File: src/rtl/spi_regbank.sv
// -----------------------------------------------------------------------------
// spi_regbank
//
// SPI slave control port for the synthesizer core, exposing a byte-wide bank
// of NUM_REGS writable registers plus one read-only status byte.
//
// Frame format (CS low for the whole frame):
//   byte 0      : command {rw, addr[6:0]}, MSB first, rw = 1 means read
//   byte 1..n   : data bytes; the address auto-increments after each byte,
//                 wrapping NUM_REGS-1 -> 0 inside the bank; status and
//                 out-of-range addresses count on mod 128 without wrapping.
//
// All SPI pins are brought into the clk domain through SYNC_STAGES-deep
// synchronisers, and SCK edges are detected on the synchronised copy, so
// SCK must run at clk/8 or slower.
//
// Optional feature (compile-time macro SPI_READBACK_EN):
//   defined     : read frames drive spi_miso from a snapshot shift register,
//                 with spi_miso_oe high from the read command until CS high.
//   not defined : spi_miso and spi_miso_oe are tied low; read frames are
//                 still decoded and still auto-increment the address.
//
// Parameters:
//   NUM_REGS     number of writable registers (1..127)
//   RESET_VALS   flat reset image, register i at [8i+7:8i]
//   STATUS_ADDR  read-only address returning status_in (>= NUM_REGS)
//   CPOL, CPHA   SPI mode; sample on rising edge when CPOL == CPHA
//   SYNC_STAGES  synchroniser depth (>= 2)
//
// Ports:
//   clk, rst_n      system clock, asynchronous active-low reset
//   spi_sck         SPI clock pin
//   spi_cs          chip select pin, active low
//   spi_mosi        master-out data pin
//   spi_miso        slave-out data pin (0 while spi_miso_oe is low)
//   spi_miso_oe     output enable for the MISO pad
//   status_in       byte returned for reads of STATUS_ADDR
//   regs            flat register image, register i at [8i+7:8i]
//   wr_strobe       one-clk pulse per completed in-range register write
//   wr_addr         address of the most recent write, valid with wr_strobe
//
// Handshake: there is no backpressure. wr_strobe is a pure one-cycle event;
// consumers must sample regs/wr_addr in the cycle wr_strobe is high or rely
// on regs holding the value until the next write to that register.
// -----------------------------------------------------------------------------
module spi_regbank #(
  parameter int                    NUM_REGS    = 8,
  parameter logic [NUM_REGS*8-1:0] RESET_VALS  = '0,
  parameter logic [6:0]            STATUS_ADDR = 7'h7F,
  parameter int                    CPOL        = 0,
  parameter int                    CPHA        = 0,
  parameter int                    SYNC_STAGES = 2
) (
  input  logic                  clk,
  input  logic                  rst_n,
  input  logic                  spi_sck,
  input  logic                  spi_cs,
  input  logic                  spi_mosi,
  output logic                  spi_miso,
  output logic                  spi_miso_oe,
  input  logic [7:0]            status_in,
  output logic [NUM_REGS*8-1:0] regs,
  output logic                  wr_strobe,
  output logic [6:0]            wr_addr
);

  localparam logic [7:0] NUM_REGS_B  = 8'(NUM_REGS);
  localparam logic [6:0] LAST_ADDR   = 7'(NUM_REGS - 1);
  localparam bit         SAMPLE_RISE = (CPOL == CPHA);

  // ---------------------------------------------------------------------------
  // Pin synchronisers and SCK edge detection
  // ---------------------------------------------------------------------------
  logic [SYNC_STAGES-1:0] sck_sync;
  logic [SYNC_STAGES-1:0] cs_sync;
  logic [SYNC_STAGES-1:0] mosi_sync;
  logic                   sck_prev;
  logic                   sck_s;
  logic                   cs_s;
  logic                   mosi_s;
  logic                   sck_rise;
  logic                   sck_fall;
  logic                   sample_edge;

  always_ff @(posedge clk or negedge rst_n) begin
    if (!rst_n) begin
      sck_sync  <= '0;
      cs_sync   <= '1;
      mosi_sync <= '0;
      sck_prev  <= 1'b0;
    end else begin
      sck_sync  <= {sck_sync[SYNC_STAGES-2:0], spi_sck};
      cs_sync   <= {cs_sync[SYNC_STAGES-2:0], spi_cs};
      mosi_sync <= {mosi_sync[SYNC_STAGES-2:0], spi_mosi};
      sck_prev  <= sck_s;
    end
  end

  assign sck_s       = sck_sync[SYNC_STAGES-1];
  assign cs_s        = cs_sync[SYNC_STAGES-1];
  assign mosi_s      = mosi_sync[SYNC_STAGES-1];
  assign sck_rise    = sck_s & ~sck_prev;
  assign sck_fall    = ~sck_s & sck_prev;
  assign sample_edge = SAMPLE_RISE ? sck_rise : sck_fall;

  // ---------------------------------------------------------------------------
  // Frame FSM
  // ---------------------------------------------------------------------------
  typedef enum logic [1:0] {
    S_IDLE  = 2'd0,
    S_CMD   = 2'd1,
    S_WDATA = 2'd2,
    S_RDATA = 2'd3
  } state_t;

  state_t     state;
  state_t     state_nx;
  logic [2:0] bit_cnt;
  logic [6:0] rx_shift;
  logic [7:0] rx_byte;
  logic [6:0] addr;
  logic [6:0] addr_inc;
  logic       addr_in_range;
  logic       take_bit;
  logic       byte_done;
  logic       wr_en;
  logic [NUM_REGS*8-1:0] reg_q;

  // A sample edge is accepted while CS is low, and also on the very clock
  // CS is seen rising if a frame is in progress, so an 8th bit that lands
  // together with CS high still completes its byte before returning to IDLE.
  assign take_bit  = sample_edge && (!cs_s || (state != S_IDLE));
  assign byte_done = take_bit && (bit_cnt == 3'd7);
  assign rx_byte   = {rx_shift, mosi_s};

  assign addr_in_range = ({1'b0, addr} < NUM_REGS_B);
  // Inside the bank the address wraps; status/out-of-range just count mod 128.
  assign addr_inc = (addr_in_range && (addr == LAST_ADDR)) ? 7'd0 : addr + 7'd1;

  assign wr_en = byte_done && (state == S_WDATA) && addr_in_range;

  always_ff @(posedge clk or negedge rst_n) begin
    if (!rst_n) begin
      state <= S_IDLE;
    end else begin
      state <= state_nx;
    end
  end

  always_comb begin
    state_nx = state;
    case (state)
      S_IDLE:  if (take_bit)  state_nx = S_CMD;
      S_CMD:   if (byte_done) state_nx = rx_byte[7] ? S_RDATA : S_WDATA;
      default: state_nx = state;
    endcase
    if (cs_s) state_nx = S_IDLE;
  end

  // ---------------------------------------------------------------------------
  // Receive path, address counter and write strobe
  // ---------------------------------------------------------------------------
  always_ff @(posedge clk or negedge rst_n) begin
    if (!rst_n) begin
      bit_cnt   <= 3'd0;
      rx_shift  <= 7'd0;
      addr      <= 7'd0;
      wr_strobe <= 1'b0;
      wr_addr   <= 7'd0;
    end else begin
      wr_strobe <= 1'b0;
      if (take_bit) begin
        rx_shift <= rx_byte[6:0];
        bit_cnt  <= bit_cnt + 3'd1;
        if (byte_done) begin
          bit_cnt <= 3'd0;
          case (state)
            S_CMD:   addr <= rx_byte[6:0];
            S_WDATA: begin
              if (addr_in_range) begin
                wr_strobe <= 1'b1;
                wr_addr   <= addr;
              end
              addr <= addr_inc;
            end
            S_RDATA: addr <= addr_inc;
            default: addr <= addr;
          endcase
        end
      end
      // A partial byte at CS high is simply forgotten.
      if (cs_s) bit_cnt <= 3'd0;
    end
  end

  // ---------------------------------------------------------------------------
  // Register bank
  // ---------------------------------------------------------------------------
  always_ff @(posedge clk or negedge rst_n) begin
    if (!rst_n) begin
      reg_q <= RESET_VALS;
    end else if (wr_en) begin
      for (int i = 0; i < NUM_REGS; i++) begin
        if (addr == 7'(i)) reg_q[i*8 +: 8] <= rx_byte;
      end
    end
  end

  assign regs = reg_q;

  // ---------------------------------------------------------------------------
  // Read-back path
  // ---------------------------------------------------------------------------
`ifdef SPI_READBACK_EN
  logic       shift_edge;
  logic       load_tx;
  logic [6:0] load_addr;
  logic [7:0] rd_byte;
  logic [7:0] tx_shift;
  logic       tx_skip;
  logic       oe_q;

  assign shift_edge = SAMPLE_RISE ? sck_fall : sck_rise;

  // Load at the command boundary of a read and at every read data boundary.
  // The command byte supplies the first address directly; afterwards the
  // next byte comes from the post-increment address.
  assign load_tx   = byte_done &&
                     (((state == S_CMD) && rx_byte[7]) || (state == S_RDATA));
  assign load_addr = (state == S_CMD) ? rx_byte[6:0] : addr_inc;

  always_comb begin
    rd_byte = 8'h00;
    if (load_addr == STATUS_ADDR) begin
      rd_byte = status_in;
    end else begin
      for (int i = 0; i < NUM_REGS; i++) begin
        if (load_addr == 7'(i)) rd_byte = reg_q[i*8 +: 8];
      end
    end
  end

  // The shift edge right after a load is swallowed so bit 7 stays on MISO
  // for the next sample edge; this works identically for CPHA 0 and 1.
  always_ff @(posedge clk or negedge rst_n) begin
    if (!rst_n) begin
      tx_shift <= 8'h00;
      tx_skip  <= 1'b0;
      oe_q     <= 1'b0;
    end else begin
      if (load_tx) begin
        tx_shift <= rd_byte;
        tx_skip  <= 1'b1;
        if (state == S_CMD) oe_q <= 1'b1;
      end else if (shift_edge && oe_q) begin
        if (tx_skip) tx_skip <= 1'b0;
        else         tx_shift <= {tx_shift[6:0], 1'b0};
      end
      if (cs_s) begin
        tx_shift <= 8'h00;
        tx_skip  <= 1'b0;
        oe_q     <= 1'b0;
      end
    end
  end

  assign spi_miso_oe = oe_q;
  assign spi_miso    = oe_q & tx_shift[7];
`else
  logic unused_status;
  assign unused_status = ^status_in;
  assign spi_miso_oe   = 1'b0;
  assign spi_miso      = 1'b0;
`endif

endmodule

File: config.mk
export PLATFORM = sky130hd
export DESIGN_NAME = spi_regbank
export DESIGN_NICKNAME = d
export VERILOG_FILES = /design/src/rtl/spi_regbank.sv
export SDC_FILE = /design/constraint.sdc
export NUM_CORES = 1
export LEC_CHECK = 0
export ABC_CLOCK_PERIOD_IN_PS = 2200
export CORE_UTILIZATION = 50
export CTS_BUF_LIST = sky130_fd_sc_hd__clkbuf_8 sky130_fd_sc_hd__clkbuf_16
export CTS_CLUSTER_DIAMETER = 60
export CTS_CLUSTER_SIZE = 30
export DETAILED_ROUTE_END_ITERATION = 12
export PLACE_DENSITY = 0.79
export SLEW_MARGIN = 20
export SYNTH_ARGS = -nofsm -noshare
export SYNTH_HDL_FRONTEND = slang
export SYNTH_SLANG_ARGS = --single-unit
File: constraint.sdc
create_clock -name clk -period 2.2 [get_ports clk]
set_input_delay 0.44 -clock clk [delete_from_list [all_inputs] [get_ports clk]]
set_output_delay 0.44 -clock clk [all_outputs]
set_load 0.05 [all_outputs]
==> metrics.yaml <==
r2r-start: "bit_cnt[0]$_DFFE_PN0P_"
max-cap-violations: 0
crit_path_cell_trace: "ha_1 > ha_1 > nand3b_2 > nor3_4 > buf_4 > nand3_2 > mux2_2"
dpl.hpwl_um: 5580
synth.largest_area_cell: "dfrtp_1"
tns_ns: 0
grt_pass1_vias: 2547
setup_ws_ns: 0.0976
place_ws_ns: 0.0976
vias: 2478
p_leak_nw: 2.42
postSynthAreaPerCell_um2: 14.7
synth.cell_area_um2: 3960
vias_per_cell: 5.39
cts_root_buf: "clkbuf_8"
maxSlewViolCount: 0
cts_tree: "built"
end_kind: "flop"
syn_inst: 269
critPathTopFamily: "simple AND/OR/NAND/NOR gates"
worstMarginPinSlew_ns: 0.569
worstSetupPathType: "flop to flop"
final_nets: 372
cp.required_ns: 2.43
final_cells: 460
core_area_um2: 7690
start_util: 0.515
cts_setup_buffers: 0
crit_buf_inv: 1
vdd_drop_max_mv: 0.479
fill_cells: 587
grt_overflow_total: 0
setup_viol: 0
postCtsHoldBufs: 0
clk_pin_slew_worst_paths_ns: 0.10
critPathLaunchType: "flop"
worstSetupStartpoint: "bit_cnt[0]$_DFFE_PN0P_"
reg2reg_depth: 7
slowest_stage: "dfrtp_1"
first_pass_iters: 4
clock_path_buffers: 2
fin_crit_sh: 0.956
h-tree-depth: 3
wirelength_um: 8160
gp_congestion: 0.800
grt_pass1_wl_um: 13500
avgRoutedWirePerCell_um: 17.7
crit_path_max_fanout: 8
cp.depth: 7
yosysSeqAreaShare: 0.620
crit_path_end: "regs[26]$_DFFE_PN0P_"
finalHoldViolCount: 0
fin_util: 0.661
die_area_um2: 8290
dp_cells: 444
clock_latency_ns: 0.35
boundaryPins: 87
period_minus_slack_ns: 2.10
cpMostUsedCell: "ha_1"
r2r-end: "regs[26]$_DFFE_PN0P_"
die_w_um: 91.0
cts_resized: 0
fin_worst_skew_ns: 0.0130
yosys_warnings: 0
antenna_found_initial: 0
port_buffers: 76
run_status: "finished, final reports clean"
n_antenna_cell: 0
die_h_um: 91.0
r2r_slack_ns: 0.1
slowest_delay_ns: 0.37
synth_top_area_frac: 0.606
cts-buffers-inserted: 9
hold_class: "input pin to async pin"
yosysUniqueCellTypes: 37
synth_area_leaders: "dfrtp_1, mux2_2, ha_1"
slew-limit-headroom: 0.620
crit_arrival_ns: 2.34
layout_common_cells: "dfrtp_1, clkdlybuf4s50_1, mux2_2"
cts.sinks: 98
ys_ff_latch: 98
powerDensity_nw_per_um2: 668
grt_use_total: 0.214
drive_above_1_share: 0.338
grt_max_degree: 40
drcViolationCount: 0
dr.first_iter.drc_count: 122
final_common_cell: "dfrtp_1"
area_growth_pct: 28.2
ant_nets: 0
fmax_mhz: 476
rows: 32
rsz0062_at_grt: "yes"
-- routing by layer --
layer / global-route usage / vias to the layer above / routed length [um]
met2: 0.335 / 74 / 3860
met3: 0.0804 / 5 / 621
met4: 0.0648 / 0 / 83
met5: 0 / - / 0
li1: - / 1121 / -
met1: 0.278 / 1278 / 3600
-- cells in the mapped netlist (all sizes together) --
cell type	instances
a21oi	9
a221o	2
a22oi	1
a311oi	1
a31oi	1
and2b	4
and3	2
buf	5
clkbuf	9
conb	1
dfrtp	96
dfstp	2
ha	6
inv	3
mux2	74
mux2i	1
nand2	3
nand2b	2
nand3	9
nand3b	2
nand4	1
nor2	12
nor2b	2
nor3	4
nor3b	3
nor4	1
o21ai	5
o221a	2
o22ai	1
or2	2
or4	3
-- stage by stage --
stage               hold slack [ns]  area, um2  total power, mW
finish                       0.0340       5080             3.40
detailed placement            0.344       4870             2.26
global route                 0.0584       5080             3.52
CTS                          0.0437       5070             3.42
floorplan                     0.144       3970             2.11
global placement              0.335       4870             2.25
-- area by class of cell --
class	count	area, um2	share of cell area
repair buffers	86	846	0.166
multi-input cells	155	1440	0.283
flip-flops and latches	98	2450	0.483
clock buffers	10	138	0.0271
well taps	102	128	0.0251
clock inverters	6	66.3	0.0131
inverters	3	11.3	0.00222
-- power breakdown --
part           switching, mW  internal [mW]
Clock                  0.615          0.559
Sequential             0.223           1.86
Combinational         0.0659         0.0723
-- flip-flops by register name (all words and copies together) (netlist names) --
signal	cells
sck_prev	1
bit_cnt	3
addr	7
mosi_sync	2
state	2
sck_sync	2
wr_addr	7
regs	64
wr_strobe	1
rx_shift	7
cs_sync	2
-- logic make-up after synthesis --
group | count (synthesis) | synth area share
and+or+nand+nor | 50 | 0.0912
adders and majority gates | 6 | 0.0189
DFF | 98 | 0.620
AOI/OAI and AO/OA | 22 | 0.0357
other | 1 | 0.000946
buffers and inverters | 17 | 0.0208
muxes | 75 | 0.213
-- how the worst min path moves through the flow --
stage                           startpoint                     end  cells after the start
floorplan                            rst_n     addr[0]$_DFFE_PN0P_                      0
detailed placement   sck_sync[0]$_DFF_PN0_   sck_sync[1]$_DFF_PN0_                      0
CTS                                  rst_n  mosi_sync[0]$_DFF_PN0_                      1
finish                               rst_n  mosi_sync[0]$_DFF_PN0_                      1
global route                         rst_n     regs[0]$_DFFE_PN0P_                      1
global placement    mosi_sync[0]$_DFF_PN0_  mosi_sync[1]$_DFF_PN0_                      0
-- worst register-to-register path, stage by stage (launching register included) --
cell and delay [ns]:
dfrtp_1 0.37, ha_1 0.16, ha_1 0.27, nand3b_2 0.18, nor3_4 0.18, buf_4 0.23
nand3_2 0.25, mux2_2 0.35
Note: power is estimated with default switching activity, not from simulation.
==> edit (config.mk and constraints unchanged) <==
The 4 states of `state_t` get a one-hot encoding in 4 bits.
--- a/src/rtl/spi_regbank.sv
+++ b/src/rtl/spi_regbank.sv
@@ -106,11 +106,11 @@
   // ---------------------------------------------------------------------------
   // Frame FSM
   // ---------------------------------------------------------------------------
-  typedef enum logic [1:0] {
-    S_IDLE  = 2'd0,
-    S_CMD   = 2'd1,
-    S_WDATA = 2'd2,
-    S_RDATA = 2'd3
+  typedef enum logic [3:0] {
+    S_IDLE  = 4'b0001,
+    S_CMD   = 4'b0010,
+    S_WDATA = 4'b0100,
+    S_RDATA = 4'b1000
   } state_t;
 
   state_t     state;
Behaviour: same outputs for any inputs over 10 cycles, from zero or initial values and one cycle with rst_n low; not proved beyond that.
==> edit against the original RTL <==
The flow now finishes with violations (setup timing); sequential share of layout area fell by 2.0 points; critical path depth fell by 1; global-route usage fell by 0.76 points; setup slack got worse by 0.10 ns; clock power rose by 4%; sequential cell count rose by 2; cell area rose by 6.5%; count of clock-buffer cells in the layout fell by 1; synthesized area rose by 5.8%; utilization rose by 0.11 points; clock skew fell by 0.0017 ns; power rose by 4.4%; wire length rose by 4.6%; largest power group unchanged.
==> edit: results (changes against the original RTL) <==
Sequential fraction of the synthesis area -> 59.77% (was 61.95%)
Global-route track usage on met1 -> 27.77% (about the same)
Combinational power -> 186 uW (was 138 uW)
Met2 Use GR -> 31.62% (was 33.52%)
Post-Synth Adder-Cell Area -> 1.791% (was 1.895%)
GR Util met3 -> 5.610% (was 8.040%)
Total number of vias -> 2,685 (was 2,478)
Pre-antenna DRT Iters -> 5 (was 4)
GPL Wtd Cong -> 0.9046 (was 0.8000)
Synth top cells by count -> dfrtp_1 (97), mux2_2 (69), a21oi_1 (14), clkbuf_1 (11), inv_1 (8) (was dfrtp_1 (96), mux2_2 (74), nor2_1 (12), a21oi_1 (9), clkbuf_1 (9))
FF-to-FF End -> regs[63]$_DFFE_PN0P_ (was regs[26]$_DFFE_PN0P_)
Actual slew at the worst max-slew pin -> 0.5846 ns (was 0.5687 ns)
First-pass GRT wire length -> 13.59 mm (was 13.47 mm)
Crit-path slowest cell -> or4_4 (was dfrtp_1)
Cells resized by post-CTS repair -> 2 (was 0)
Post-synth cell types -> 45 (was 37)
Power share of the sequential group -> 60.4% (was 61.4%)
Failing checks -> setup timing
GRT Overall Usage -> 20.61% (was 21.37%)
Largest register FFs -> 64 (unchanged)
Worst Skew -> 0.01124 ns (was 0.01297 ns)
Synth Area in XOR/XNOR -> 0.2089% (was 0%)
Share of cells above drive strength 1 -> 34.81% (was 33.80%)
Met2 Wirelength -> 3.991 mm (was 3.856 mm)
Psw -> 993.8 uW (was 903.7 uW)
Lkg Pwr -> 2.582 nW (was 2.423 nW)
Fill count -> 598 (was 587)
Multiplexer share of the synthesized area -> 20.68% (was 21.28%)
Synth area leaders -> dfrtp_1 (58%), mux2_2 (19%), mux2_4 (2.1%), dfstp_2 (1.9%), ha_1 (1.8%) (was dfrtp_1 (61%), mux2_2 (21%), ha_1 (1.9%), dfstp_2 (1.3%), a21oi_1 (1.1%))
Complex-gate fraction of the synthesized area -> 5.013% (was 3.568%)
Met1 wire length -> 3.768 mm (was 3.595 mm)
Largest net degree at the start of global routing -> 43 (was 40)
Slack of the critical path -> -0.006159 ns (was 0.09764 ns)
Final net count -> 399 (was 372)
Clock latency on the worst-skew pair -> 0.37 ns (was 0.35 ns)
Worst path max stage delay -> 0.56 ns (was 0.37 ns)
VDD IR max -> 423.3 uV (was 478.9 uV)
Worst r2r src -> addr[6]$_DFFE_PN0P_ (was bit_cnt[0]$_DFFE_PN0P_)
Initial DRC count -> 188 (was 122)
DPL Wire Length -> 5.655 mm (was 5.584 mm)
DR WL met3 -> 586 um (was 621 um)
Vias in the first global route -> 2,628 (was 2,547)
CP arrival -> 2.46 ns (was 2.34 ns)
Final setup fails -> 2 (was 0)
Status -> finished, violations left (was complete, no violations)
## edit: changes by cell type after synthesis, sizes merged, moves of 3 or more
cell / unedited run / this run
inv: 3 / 8
a21oi: 9 / 14
nor2: 12 / 5
nor3b: 3 / 0
nand3b: 2 / 5
## edit: stage by stage
stage / instances / cell area, um2 / worst slack [ns] / setup TNS [ns] / power (mW)
2_1_floorplan: 294 / 4202 / -0.009131 / -0.03364 / 2.217
3_3_place_gp: 468 / 5101 / 0.03122 / 0 / 2.353
3_5_place_dp: 468 / 5101 / 0.01400 / 0 / 2.366
4_1_cts: 484 / 5320 / 0.003587 / 0 / 3.581
5_1_grt: 490 / 5413 / -0.05301 / -0.6121 / 3.686
6_report: 490 / 5413 / -0.006159 / -0.01167 / 3.546
## edit: cell type report
cell class,count,area share (%)
Tap cell,105,2.427
Inverter,8,0.5548
Clock inverter,7,1.549
Multi-Input combinational cell,168,29.73
Clock buffer,9,2.288
Sequential cell,100,46.30
Timing Repair Buffer,93,17.15
